`src/rtl/k_and_s_pkg.sv`:
```
// Shared types and constants for the K&S processor memory subsystem.
package k_and_s_pkg;

   typedef enum logic [1:0] {
      MEM_CLEAR,
      MEM_IDLE,
      MEM_WAIT,
      MEM_RESP
   } mem_state_type;

   localparam int RAM_ADDR_W  = 5;
   localparam int RAM_DATA_W  = 16;
   localparam int MAX_MEM_LAT = 7;
   localparam int LAT_CNT_W   = $clog2(MAX_MEM_LAT + 1);

   // WAIT counts down to zero, so a latency of L is loaded as L-1.
   function automatic logic [LAT_CNT_W-1:0] lat_init(input int lat);
      return LAT_CNT_W'(lat - 1);
   endfunction

endpackage

```
`src/rtl/ks_ram_array.sv`:
```
// Single-write-port register array with a registered read port.
module ks_ram_array
   import k_and_s_pkg::*;
#(
   parameter int ADDR_W = RAM_ADDR_W,
   parameter int DATA_W = RAM_DATA_W
) (
   input  logic              clk,
   input  logic              rst,
   input  logic              we_i,
   input  logic [ADDR_W-1:0] waddr_i,
   input  logic [DATA_W-1:0] wdata_i,
   input  logic              re_i,
   input  logic [ADDR_W-1:0] raddr_i,
   output logic [DATA_W-1:0] rdata_o
);

   localparam int DEPTH = 2 ** ADDR_W;

   logic [DATA_W-1:0] mem_q [DEPTH];
   logic [DATA_W-1:0] rdata_q;

   always_ff @(posedge clk) begin
      if (we_i) begin
         mem_q[waddr_i] <= wdata_i;
      end
   end

   // Read data is held until the next read, so writes never disturb it.
   always_ff @(posedge clk) begin
      if (rst) begin
         rdata_q <= '0;
      end else if (re_i) begin
         rdata_q <= mem_q[raddr_i];
      end
   end

   assign rdata_o = rdata_q;

endmodule

```
`src/rtl/ks_ram_responder.sv`:
```
// RAM-port responder for the K&S processor: clear-on-reset, programmable
// read/write latency, and a side preload port that yields to the CPU.
module ks_ram_responder
   import k_and_s_pkg::*;
#(
   parameter int ADDR_W    = RAM_ADDR_W,
   parameter int DATA_W    = RAM_DATA_W,
   parameter int READ_LAT  = 2,
   parameter int WRITE_LAT = 1
) (
   input  logic              clk,
   input  logic              rst,
   input  logic              ram_req,
   input  logic              ram_write,
   input  logic [ADDR_W-1:0] ram_addr,
   input  logic [DATA_W-1:0] ram_wdata,
   output logic [DATA_W-1:0] ram_rdata,
   output logic              ram_ready,
   output logic              ram_busy,
   input  logic              load_valid,
   input  logic [ADDR_W-1:0] load_addr,
   input  logic [DATA_W-1:0] load_data,
   output logic              load_ready
);

   if (READ_LAT < 1 || READ_LAT > MAX_MEM_LAT ||
       WRITE_LAT < 1 || WRITE_LAT > MAX_MEM_LAT) begin : g_bad_lat
      $error("ks_ram_responder: READ_LAT/WRITE_LAT must be in 1..%0d", MAX_MEM_LAT);
   end

   mem_state_type state_q, state_d;

   logic [ADDR_W-1:0]    clr_cnt_q, clr_cnt_d;
   logic [LAT_CNT_W-1:0] lat_cnt_q, lat_cnt_d;
   logic                 wr_q, wr_d;
   logic [ADDR_W-1:0]    addr_q, addr_d;
   logic [DATA_W-1:0]    wdata_q, wdata_d;

   logic              mem_we;
   logic              mem_re;
   logic [ADDR_W-1:0] mem_waddr;
   logic [DATA_W-1:0] mem_wdata;
   logic              ready_raw;
   logic              load_ack_raw;

   always_ff @(posedge clk) begin
      if (rst) begin
         state_q   <= MEM_CLEAR;
         clr_cnt_q <= '0;
         lat_cnt_q <= '0;
         wr_q      <= 1'b0;
      end else begin
         state_q   <= state_d;
         clr_cnt_q <= clr_cnt_d;
         lat_cnt_q <= lat_cnt_d;
         wr_q      <= wr_d;
      end
   end

   always_ff @(posedge clk) begin
      addr_q  <= addr_d;
      wdata_q <= wdata_d;
   end

   always_comb begin
      state_d      = state_q;
      clr_cnt_d    = clr_cnt_q;
      lat_cnt_d    = lat_cnt_q;
      wr_d         = wr_q;
      addr_d       = addr_q;
      wdata_d      = wdata_q;
      mem_we       = 1'b0;
      mem_re       = 1'b0;
      mem_waddr    = addr_q;
      mem_wdata    = wdata_q;
      ready_raw    = 1'b0;
      load_ack_raw = 1'b0;
      ram_busy     = 1'b1;

      unique case (state_q)
         MEM_CLEAR: begin
            mem_we    = 1'b1;
            mem_waddr = clr_cnt_q;
            mem_wdata = '0;
            clr_cnt_d = clr_cnt_q + 1'b1;
            if (clr_cnt_q == '1) begin
               state_d = MEM_IDLE;
            end
         end
         MEM_IDLE: begin
            ram_busy = 1'b0;
            if (ram_req) begin
               addr_d    = ram_addr;
               wr_d      = ram_write;
               wdata_d   = ram_wdata;
               lat_cnt_d = ram_write ? lat_init(WRITE_LAT) : lat_init(READ_LAT);
               state_d   = MEM_WAIT;
            end else if (load_valid) begin
               mem_we       = 1'b1;
               mem_waddr    = load_addr;
               mem_wdata    = load_data;
               load_ack_raw = 1'b1;
            end
         end
         MEM_WAIT: begin
            // The array access happens on the edge that enters RESP.
            if (lat_cnt_q == '0) begin
               mem_we  = wr_q;
               mem_re  = ~wr_q;
               state_d = MEM_RESP;
            end else begin
               lat_cnt_d = lat_cnt_q - 1'b1;
            end
         end
         MEM_RESP: begin
            ready_raw = 1'b1;
            state_d   = MEM_IDLE;
         end
         default: begin
            state_d = MEM_CLEAR;
         end
      endcase
   end

   // A reset in the same cycle aborts whatever the FSM was about to commit.
   assign ram_ready  = ready_raw & ~rst;
   assign load_ready = load_ack_raw & ~rst;

   ks_ram_array #(
      .ADDR_W (ADDR_W),
      .DATA_W (DATA_W)
   ) u_array (
      .clk     (clk),
      .rst     (rst),
      .we_i    (mem_we & ~rst),
      .waddr_i (mem_waddr),
      .wdata_i (mem_wdata),
      .re_i    (mem_re & ~rst),
      .raddr_i (addr_q),
      .rdata_o (ram_rdata)
   );

endmodule
```
`config.mk`:
```
export PLATFORM = sky130hd
export DESIGN_NAME = ks_ram_responder
export DESIGN_NICKNAME = d
export VERILOG_FILES = /design/src/rtl/k_and_s_pkg.sv /design/src/rtl/ks_ram_array.sv /design/src/rtl/ks_ram_responder.sv
export SDC_FILE = /design/constraint.sdc
export NUM_CORES = 1
export LEC_CHECK = 0
export ABC_AREA = 0
export BUFFER_PORTS_ARGS = -buffer_cell sky130_fd_sc_hd__buf_2
export CAP_MARGIN = 15
export CORE_MARGIN = 3
export CORE_UTILIZATION = 50
export DETAILED_ROUTE_END_ITERATION = 12
export PLACE_DENSITY_LB_ADDON = 0.12
export SLEW_MARGIN = 20
export SYNTH_ARGS = -nofsm -noshare
export SYNTH_HDL_FRONTEND = slang
export SYNTH_SLANG_ARGS = --single-unit
```
`constraint.sdc`:
```
create_clock -name clk -period 4.02 [get_ports clk]
set_input_delay 1.206 -clock clk [delete_from_list [all_inputs] [get_ports clk]]
set_output_delay 1.206 -clock clk [all_outputs]
set_load 0.02 [all_outputs]
```
=== Yosys cells after proc, flatten, opt, wreduce, memory -nomap -nowiden ===
Memories as Yosys holds them, arrays and structs flattened. A register that Yosys moved wholly into a read port is not among the register bits.
Cells that the tools add are included.

* Bits in registers: 32
* RAM bits: 512
* Bits of input ports: 47
* Output and inout bits: 19
* Word-level logic and storage cells: 54
* Memories: 1

* Add/sub/neg operators: 2
* Equality and inequality tests: 8
* Muxes and demuxes: 25
* Bitwise gates (word level): 6
* Reduce and logical (&&, ||, !) cells: 6

{| class="wikitable"
|+ Memory list
! name !! depth !! width !! rd ports !! clocked after memory_dff !! wr ports !! line !! source
|-
| u_array.mem_q || 32 || 16 || 1 || 1 || 1 || ks_ram_array.sv:20 || <nowiki>logic [DATA_W-1:0] mem_q [DEPTH];</nowiki>
|}

{| class="wikitable"
|+ Operator list
! kind !! count
|-
| $mux 16 || 2
|-
| $pmux 16 s2 || 1
|-
| $mux 1 || 11
|-
| $mux 5 || 2
|-
| $pmux 5 s2 || 1
|-
| $ne 2x2->1 const B || 4
|-
| $pmux 2 s4 || 1
|-
| $mux 2 || 3
|-
| $mux 3 || 2
|-
| $pmux 3 s2 || 1
|-
| $reduce_and 3->1 || 2
|-
| $add 5x1->5 const B || 1
|-
| $eq 5x5->1 const B || 1
|-
| $and 1x1->1 || 4
|-
| $eq 2x2->1 const B || 2
|-
| $logic_not 3->1 || 1
|-
| $pmux 1 s3 || 1
|-
| $sub 3x1->3 const B || 1
|-
| $eq 2x1->1 const B || 1
|-
| $logic_not 2->1 || 1
|-
| $not 1->1 || 2
|-
| $reduce_and 2->1 || 1
|-
| $reduce_bool 2->1 || 1
|}

=== Logic depth before layout (Yosys ltp) ===
Gate-level depths: netlist (run 1).

* Depth in word-level cells: 6
* Depth in mapped cells: 10
* Mapped depth without buffers: 8

=== By module ===
A second synthesis (run 1) with hierarchy kept.

* Cells, all modules: 1287
* Area total of the unflattened synthesis: 22182.5 um2

{| class="wikitable"
|+ Modules (own cells, without submodules)
! module !! instances !! cells each !! area each (um2) !! sequential area each (um2)
|-
| ks_ram_array || 1 || 1146 || 20538.4 || 15695.1
|-
| ks_ram_responder || 1 || 141 || 1644.1 || 850.8
|}

=== Worst setup path before layout (run 1) ===
Ideal clock, no wire load.

* Path kind: input to register
* From: in ram_req
* To: mem u_array.mem_q[20][0] in the netlist's numbering (enable)
* Setup time: 0.388 ns
* Arrival: 3.000 ns
* Data required time: 3.632 ns
* Path slack: 0.631 ns
* Cell stages on the path: 6
* Buffers on the path: 1
* Path through: and3b_1 > buf_2 > a21oi_2 > a222oi_1 > nand2_1 > nor2_1

* Cells in the longest elaborated chain, start to end: 5

{| class="wikitable"
|+ Ends and longest elaborated chain
! what !! line !! source
|-
| start: declaration || ks_ram_responder.sv:13 || <nowiki>input logic ram_req,</nowiki>
|-
| $mux 1 || ks_ram_responder.sv:92 || <nowiki>if (ram_req) begin</nowiki>
|-
| $pmux 1 s3 || ks_ram_responder.sv:80 || <nowiki>unique case (state_q)</nowiki>
|-
| $and 1x1->1 || ks_ram_responder.sv:135 || <nowiki>.we_i (mem_we & ~rst),</nowiki>
|-
| $mux 1 || ks_ram_array.sv:24 || <nowiki>if (we_i) begin</nowiki>
|-
| $mux 1 (implied by the code) || ks_ram_array.sv:25 || <nowiki>mem_q[waddr_i] <= wdata_i;</nowiki>
|-
| end: declaration || ks_ram_array.sv:20 ||
|}

Parallel ways exist; a longest one is shown, timed or not.

=== Final worst setup path (run 1) ===
* From: in ram_req
* To: mem u_array.mem_q[21][1] in the netlist's numbering (enable)

The elaborated chain is that of the path after synthesis.

==> summary.md, run 1 <==
| Metric | Value |
|---|---|
| Syn nets | 1340 |
| Post-synthesis sequential area ratio | 74.63% |
| Relative slew slack | 28.29% |
| CTS Buffer Depth | 3 |
| Hold Path Depth | 2 |
| Worst EP required | 4.24 ns |
| Initial antenna violation count | 2 |
| Final period utilization | 80.18% |
| CTS tree | done |
| CP Max Fanout | 16 |
| Setup CP Type | input pin to flip-flop |
| Max_cap viols | 0 |
| Tot Pwr | 15.69 mW |
| Internal power | 11.27 mW |
| DIE WIDTH | 216.6 um |
| Core area | 43460 um^2 |
| Library cells used by synthesis | 40 |
| Tightest Pin Transition | 1.073 ns |
| Met1 Use GR | 33.71% |
| Placed cell count | 1926 |
| EDFF count, synth | 533 |
| Top-area cell type share of the netlist area | 72.19% |
| Average cell area after synthesis | 17.27 um^2 |
| Largest net degree at the start of global routing | 95 |
| Inserted Clock Buffers | 56 |
| Clk slew on worst S/H paths | 0.06 ns |
| 1st-iter DRT viols | 1520 |
| Worst-path cell chain | buf_2 -> nor2b_1 -> mux2i_1 -> o21ai_0 -> nand3_1 -> nor2_2 |
| Seq pwr share | 48.9% |
| Min cycle time layout | 3.223 ns |
| Status | complete, no violations |
| Post-route DRC violation count | 0 |
| Detailed Routing Iterations Pass 1 | 5 |
| Synthesis warning total | 0 |
| Gr usage total | 22.46% |
| Clock Power Share | 32.4% |
| Rows | 76 |
| RSZ-0062 raised after global routing | false |
| Most frequent cells after synthesis | 533 x edfxtp_1, 263 x mux2i_1, 132 x a22oi_1 |
| # setup viols final | 0 |
| Synth Instances | 1284 |
| R2r worst-path depth | 8 |
| Setup bufs post-CTS | 0 |
| Met3 global-route usage | 3.898% |
| Switching part of the total power | 28.17% |
| Cts hold-fix bufs | 0 |
| Clk root buf | clkbuf_16 |
| Switching pwr | 4.419 mW |
| Vias | 11830 |
| Leak pwr | 8.980 nW |
| DRT antenna net count | 0 |
| Yosys reg bits | 560 |
| Setup TNS | 0 ns |
| Crit path capture type | flip-flop |
| First-pass GRT wire length | 76780 um |
| Number of global-route vias before repair | 11690 |
| R2R Setup Slk | 0.87 ns |
| Synth area leader | edfxtp_1 |
| Final Max Tran Viols | 0 |
| Main flop type after synthesis | edfxtp_1 |
| H-tree levels | 2 |
| Worst Setup Start Kind | input pin |
| CP arrival | 3.44 ns |
| WL/cell | 26.00 um |
| Worst vdd ir | 0.0005832 V |
| Final Instance Count excl. Fillers | 2031 |
| Clk sinks | 560 |
| Boundary pin count | 66 |
| CTS-repair resized insts | 0 |
| Final Util | 57.94% |
| Clock Skews | 0.02052 ns |
| Layout Nets | 1455 |
| DP Wirelength | 32660 um |
| Crit path largest cell delay | 0.79 ns |
| Area Overhead vs Synth | 13.57% |
| Ranking of synthesized cells by area | edfxtp_1 72%, mux2i_1 12%, a22oi_1 4.5% |
| Ys async rst share | 0% |
| Initial Util | 51.02% |
| DR vias/cell | 5.823 |
| Chip height | 216.6 um |
| Routed Wire Length | 52810 um |
| Share of cells above drive strength 1 | 17.08% |
| PwrDens | 623.0 nW/um^2 |
| Grt met2 use | 33.05% |
| Maximum clock frequency | 310.3 MHz |
| Skew-Pair Late Insertion Delay | 0.61 ns |
| Hold WC Path Type | flip-flop to flip-flop |
| Ant diodes | 0 |
| Final Hold Vio Count | 0 |
| Die area | 46900 um^2 |
| Top-count cell post-synth | edfxtp_1 |
| Most Used Layer, Global Route | met1 |
| Final GP Congestion | 0.8185 |
| Combinational share of power | 18.7% |
| Syn Std Cell Area | 22170 um^2 |
| Port buffer count | 65 |
| Grt total ovfl | 0 |
| Crit path max-delay cell type | nor2_2 |
worst paths after layout:
path / end / start
min: lat_cnt_q[1] / lat_cnt_q[1]
max reg2reg: u_array.mem_q[4][10] / state_q[1]
max: u_array.mem_q[21][1] / ram_req
min reg2reg: lat_cnt_q[1] / lat_cnt_q[1]
cell families after synthesis:
group,share of synthesized area (%)
mux,11.87
xor+xnor,0.1581
buf+inv,2.224
simple gates,2.664
fa+ha+maj,0.5079
flops,74.63
compound gates,7.941
flip-flops by register name, indices dropped and copies added, names as in the netlist:
signal           flops
u_array.rdata_o     16
clr_cnt_q            5
addr_q               5
lat_cnt_q            3
state_q              2
wdata_q             16
u_array.mem_q      512
wr_q                 1
area by class of cell:
type | count | area, um^2
multi-input combinational | 640 | 5195
tap | 585 | 732.0
sequential | 560 | 16550
inverter | 8 | 30.03
clock inverter | 34 | 311.5
fill | 3314 | 18280
timing repair buffer | 133 | 885.9
clock buffer | 71 | 1479
routing by layer:
layer / up-vias / part of all wire, %
li1: 5361 / -
met1: 5917 / 45
met2: 459 / 44
met3: 86 / 7.1
met4: 4 / 3.4
met5: - / 0.051
worst max-delay path: cells and delay by family:
| kind | cells | cell delay (ns) |
|---|---|---|
| and+or+nand+nor | 3 | 1.53 |
| AOI/OAI and AO/OA | 1 | 0.38 |
| muxes | 1 | 0.19 |
| buffers and inverters | 1 | 0.13 |
power groups by stage:
stage	clock network, mW	logic (mW)	registers, mW
CTS	5.18	2.95	7.67
global placement	0	2.90	7.79
floorplan	0	1.57	7.77
finish	5.08	2.94	7.67
detailed placement	0	2.94	7.79
global route	5.45	3.13	7.70
metrics by stage:
| stage | area, um^2 | setup WS [ns] | hold WS (ns) |
|---|---|---|---|
| after detailed placement | 23390 | 0.2947 | 0.5046 |
| after floorplan | 22170 | 0.6314 | 0.4457 |
| after global routing | 25180 | 0.5782 | 0.5416 |
| after global placement | 23380 | 0.2242 | 0.4927 |
| final | 25180 | 0.7968 | 0.5070 |
| after CTS | 25180 | 0.7872 | 0.5187 |
placed cells by master (no fill, tap or decap), types with 2 or more instances in the layout:
master,synthesis,final
ha_1,9,9
a22oi_1,132,132
nand2b_1,6,6
nand2_1,8,8
a21oi_1,68,68
or4_1,16,16
nor2_2,0,13
edfxtp_1,533,533
buf_2,4,65
a211oi_2,16,16
inv_1,7,7
clkinv_1,1,14
clkbuf_1,40,14
nand3_1,10,10
a222oi_1,2,2
inv_6,0,2
nand3b_1,2,2
o21ai_0,3,3
nor2_1,63,48
mux2i_1,263,263
clkinv_2,0,13
clkbuf_16,0,57
nor2b_1,6,4
dfxtp_1,27,27
and3b_1,2,2
nor2b_4,0,2
buf_12,0,4
nor2_4,0,2
bufinv_16,0,6
o21a_1,4,4
xor2_1,3,3
buf_4,15,64
a22o_1,16,16
Power figures use the tool's default switching activity.
==> inputs of run 2 (changes only) <==
Clock period 4.02 ns to 3.2 ns, I/O delays scaled along.
==> summary.md, run 2 (same netlist as run 1, synthesis figures left out) <==
| Metric | Value |
|---|---|
| Grt total ovfl | 0 |
| Maximum clock frequency | 337.8 MHz |
| Crit path capture type | output port |
| Biggest register | u_array.mem_q |
| First-pass GRT wire length | 78100 um |
| CTS Buffer Depth | 3 |
| Boundary pin count | 66 |
| Dpl cell area | 23720 um^2 |
| Leak pwr | 9.112 nW |
| WL/cell | 26.17 um |
| DIE WIDTH | 216.6 um |
| CTS-repair resized insts | 0 |
| Die area | 46900 um^2 |
| Initial Util | 51.02% |
| DR vias/cell | 5.821 |
| Cts hold-fix bufs | 0 |
| Final period utilization | 92.51% |
| DRT antenna net count | 0 |
| CP arrival | 2.00 ns |
| Largest net degree at the start of global routing | 49 |
| Commonest non-fill, non-tap cell in the layout | edfxtp_1 |
| Rows | 76 |
| Core area | 43460 um^2 |
| Tightest Pin Transition | 0.8633 ns |
| Max_cap viols | 0 |
| 1st-iter DRT viols | 1260 |
| DP Wirelength | 33370 um |
| Status | complete, no violations |
| H-tree levels | 2 |
| Layout Nets | 1471 |
| Buffers & Inverters on Critical Path | 2 |
| RSZ-0062 raised after global routing | false |
| Routed Wire Length | 53490 um |
| Relative slew slack | 42.33% |
| Worst Setup Start Kind | flip-flop |
| Worst-path cell chain | ha_1 -> clkinv_1 -> buf_2 |
| Skew-Pair Late Insertion Delay | 0.59 ns |
| Crit-path leading delay family | buffers and inverters |
| Final Util | 58.74% |
| Hold WC Path Type | flip-flop to flip-flop |
| Worst vdd ir | 0.0006751 V |
| # setup viols final | 0 |
| Final GP Congestion | 0.8668 |
| Crit path max-delay cell type | dfxtp_1 |
| Clock Skews | 0.01457 ns |
| Ant diodes | 0 |
| Detailed Routing Iterations Pass 1 | 5 |
| PwrDens | 774.9 nW/um^2 |
| Number of global-route vias before repair | 11570 |
| CP Max Fanout | 9 |
| Crit path largest cell delay | 0.41 ns |
| Setup CP Type | flip-flop to output port |
| Max reg flops | 512 |
| Fillcell total | 3214 |
| Gr usage total | 22.84% |
| Initial antenna violation count | 1 |
| Setup bufs post-CTS | 0 |
| Register area | 16550 um^2 |
| Vias | 11900 |
| Clk root buf | clkbuf_16 |
| Final Max Tran Viols | 0 |
| CTS tree | done |
| Post-route DRC violation count | 0 |
| Clk slew on worst S/H paths | 0.06 ns |
| Multi-input gate area | 5190 um^2 |
| Final Hold Slack | 0.4999 ns |
| Worst EP required | 2.24 ns |
| Inserted Clock Buffers | 57 |
| Final instance area | 25530 um^2 |
| Final Hold Vio Count | 0 |
| Most frequent cells in the layout | 533 x edfxtp_1, 263 x mux2i_1, 132 x a22oi_1, 68 x a21oi_1, 65 x buf_2 |
| Min cycle time layout | 2.960 ns |
| Port buffer count | 65 |
| Clk sinks | 560 |
| Area Overhead vs Synth | 15.14% |
| Share of cells above drive strength 1 | 17.82% |
| Setup TNS | 0 ns |
| Chip height | 216.6 um |
## run 2: where the power goes
group	internal (mW)	leakage [nW]	total [mW]	switching, mW
Sequential	9.48	5.13	9.64	0.166
Clock	3.78	0.888	6.39	2.60
Combinational	0.981	3.09	3.75	2.77
Total	14.2	9.11	19.8	5.54
## run 2: metal layers
layer,vias up,routed length [um],track usage [%]
li1,5387,-,-
met1,6005,24700,34.97
met2,437,23680,33.75
met3,69,4009,4.711
met4,0,1097,5.691
met5,-,0,0
## run 2: area by class of cell
type / instances / share of cell area (%)
flip-flops and latches: 560 / 64.82
multi-input cells: 640 / 20.33
clock buffers: 82 / 6.309
repair buffers: 148 / 4.794
well taps: 585 / 2.868
clock inverters: 21 / 0.7598
inverters: 8 / 0.1176
## run 2: worst register-to-register path, stage by stage, from the launching register on
cell and delay (ns):
dfxtp_1 0.41, ha_1 0.37, clkinv_1 0.35, a21oi_2 0.25, a222oi_1 0.12, nand2b_1 0.34, nor2_1 0.47, buf_4 0.30
## run 2: worst paths after layout
| kind | end | start | cells past startpoint | slack, ns |
|---|---|---|---|---|
| worst max-delay path | ram_busy | state_q[0] | 3 | 0.24 |
| worst min-delay path | lat_cnt_q[1] | lat_cnt_q[1] | 2 | 0.50 |
| worst max register to register | u_array.mem_q[7][9] | state_q[0] | 7 | 0.28 |
| worst min register to register | lat_cnt_q[1] | lat_cnt_q[1] | 2 | 0.50 |
## run 2: metrics by stage
stage                     total power, mW  instances  worst slack (ns)
after floorplan                     11.73       1284           0.05743
after global placement              13.45       1941            0.2423
after detailed placement            13.54       1941            0.1733
after CTS                           19.91       2044            0.2499
after global routing                20.50       2044            0.1080
final                               19.78       2044            0.2397
==> inputs of run 3 (changes only) <==
Settings changed: CAP_MARGIN 15 to 20, CTS_BUF_LIST set to sky130_fd_sc_hd__clkbuf_16.
Clock period 3.2 ns to 3.73 ns, I/O delays scaled along.
==> summary.md, run 3 (same netlist as run 1, synthesis figures left out) <==
| Metric | Value |
|---|---|
| Clock Skews | 0.01954 ns |
| Relative slew slack | 27.45% |
| Worst EP required | 2.61 ns |
| Tot Pwr | 17.10 mW |
| Fillcell total | 3305 |
| Clk root buf | clkbuf_16 |
| Routed Wire Length | 53410 um |
| Final Max Tran Viols | 0 |
| Tightest Pin Transition | 1.086 ns |
| Max reg flops | 512 |
| H-tree levels | 2 |
| RSZ-0062 raised after global routing | false |
| Vias | 11820 |
| 1st-iter DRT viols | 1224 |
| Maximum clock frequency | 311.3 MHz |
| Crit path capture type | output port |
| Final GP Congestion | 0.8483 |
| Boundary pin count | 66 |
| DP Wirelength | 33040 um |
| Register area | 16550 um^2 |
| Max_cap viols | 0 |
| Worst r2r src | addr_q[0] |
| Leak pwr | 9.100 nW |
| Largest net degree at the start of global routing | 51 |
| Worst Setup Start Kind | flip-flop |
| Post-route DRC violation count | 0 |
| Commonest non-fill, non-tap cell in the layout | edfxtp_1 |
| Initial Util | 51.02% |
| Setup TNS | 0 ns |
| DIE WIDTH | 216.6 um |
| Inserted Clock Buffers | 57 |
| Die area | 46900 um^2 |
| CP Launch Point | state_q[1] |
| Hold WC Path Type | flip-flop to flip-flop |
| First-pass GRT wire length | 77500 um |
| Ant diodes | 0 |
| Clk slew on worst S/H paths | 0.06 ns |
| Most frequent cells in the layout | 533 x edfxtp_1, 263 x mux2i_1, 132 x a22oi_1, 70 x buf_4, 68 x a21oi_1 |
| DRT antenna net count | 0 |
| Chip height | 216.6 um |
| Layout Nets | 1463 |
| Share of cells above drive strength 1 | 17.25% |
| Multi-input gate area | 5190 um^2 |
| CTS-repair resized insts | 0 |
| Final period utilization | 86.11% |
| Detailed Routing Iterations Pass 1 | 5 |
| HP Start | lat_cnt_q[1] |
| Skew-Pair Late Insertion Delay | 0.61 ns |
| DR vias/cell | 5.795 |
| WL/cell | 26.18 um |
| Port buffer count | 65 |
| Grt total ovfl | 0 |
| # setup viols final | 0 |
| Initial antenna violation count | 1 |
| Min cycle time layout | 3.212 ns |
| Core area | 43460 um^2 |
| Worst vdd ir | 0.0006028 V |
| CTS tree | done |
| Biggest register | u_array.mem_q |
| PwrDens | 675.3 nW/um^2 |
| Clk sinks | 560 |
| CP arrival | 2.09 ns |
| Number of global-route vias before repair | 11440 |
| CP Max Fanout | 9 |
| Setup bufs post-CTS | 0 |
| Rows | 76 |
| Gr usage total | 22.83% |
| Setup CP Type | flip-flop to output port |
| Cts hold-fix bufs | 0 |
| Status | complete, no violations |
| CTS Buffer Depth | 3 |
| Final Hold Vio Count | 0 |
| Area Overhead vs Synth | 14.20% |
## run 3: cell count changes in the layout (fill, tap and decap cells not counted), sizes merged
cell / delta
inv: +16
clkinvlp: +3
bufinv: +3
clkbuf: -23
buf: -8
clkinv: +5
## run 3: critical path, stage by stage (launching register included)
cell      delay [ns]
dfxtp_1         0.35
inv_1           0.11
ha_1            0.37
clkinv_1        0.39
buf_2           0.28
## run 3: layer usage
layer | vias to the layer above | global-route usage [%] | wire [um]
li1 | 5370 | - | -
met1 | 5898 | 33.77 | 24070
met2 | 468 | 35.02 | 24280
met3 | 83 | 4.543 | 3647
met4 | 2 | 6.019 | 1399
met5 | - | 0 | 13
## run 3: path summary, 6_finish.rpt
path | cells after the start | endpoint | slack (ns)
hold reg to reg | 2 | lat_cnt_q[1] | 0.49
setup reg to reg | 7 | u_array.rdata_o[8] | 0.66
setup / recovery | 4 | ram_busy | 0.52
hold / removal | 2 | lat_cnt_q[1] | 0.49
## run 3: final cells by class
type / instances / share of cell area (%)
Tap cell: 585 / 2.891
Clock buffer: 59 / 5.832
Timing Repair Buffer: 140 / 3.756
Multi-Input combinational cell: 640 / 20.50
Sequential cell: 560 / 65.35
Clock inverter: 48 / 1.552
Inverter: 8 / 0.1186
## run 3: per-stage QoR
stage | util, % | area [um^2] | hold slack, ns | worst slack (ns) | std cells
6_report | 58.26 | 25320 | 0.4911 | 0.5181 | 2040
5_1_grt | 58.26 | 25320 | 0.5357 | 0.4453 | 2040
4_1_cts | 58.26 | 25320 | 0.5000 | 0.5365 | 2040
3_5_place_dp | 53.96 | 23450 | 0.4859 | 0.2779 | 1933
3_3_place_gp | 53.96 | 23450 | 0.4803 | 0.4295 | 1933
2_1_floorplan | - | 22170 | 0.4457 | 0.4284 | 1284
## run 3: where the power goes
| part | internal, mW | total, mW | switching [mW] |
|---|---|---|---|
| Sequential | 8.13 | 8.27 | 0.144 |
| Clock | 3.33 | 5.61 | 2.28 |
| Combinational | 0.806 | 3.22 | 2.41 |
| Total | 12.3 | 17.1 | 4.83 |
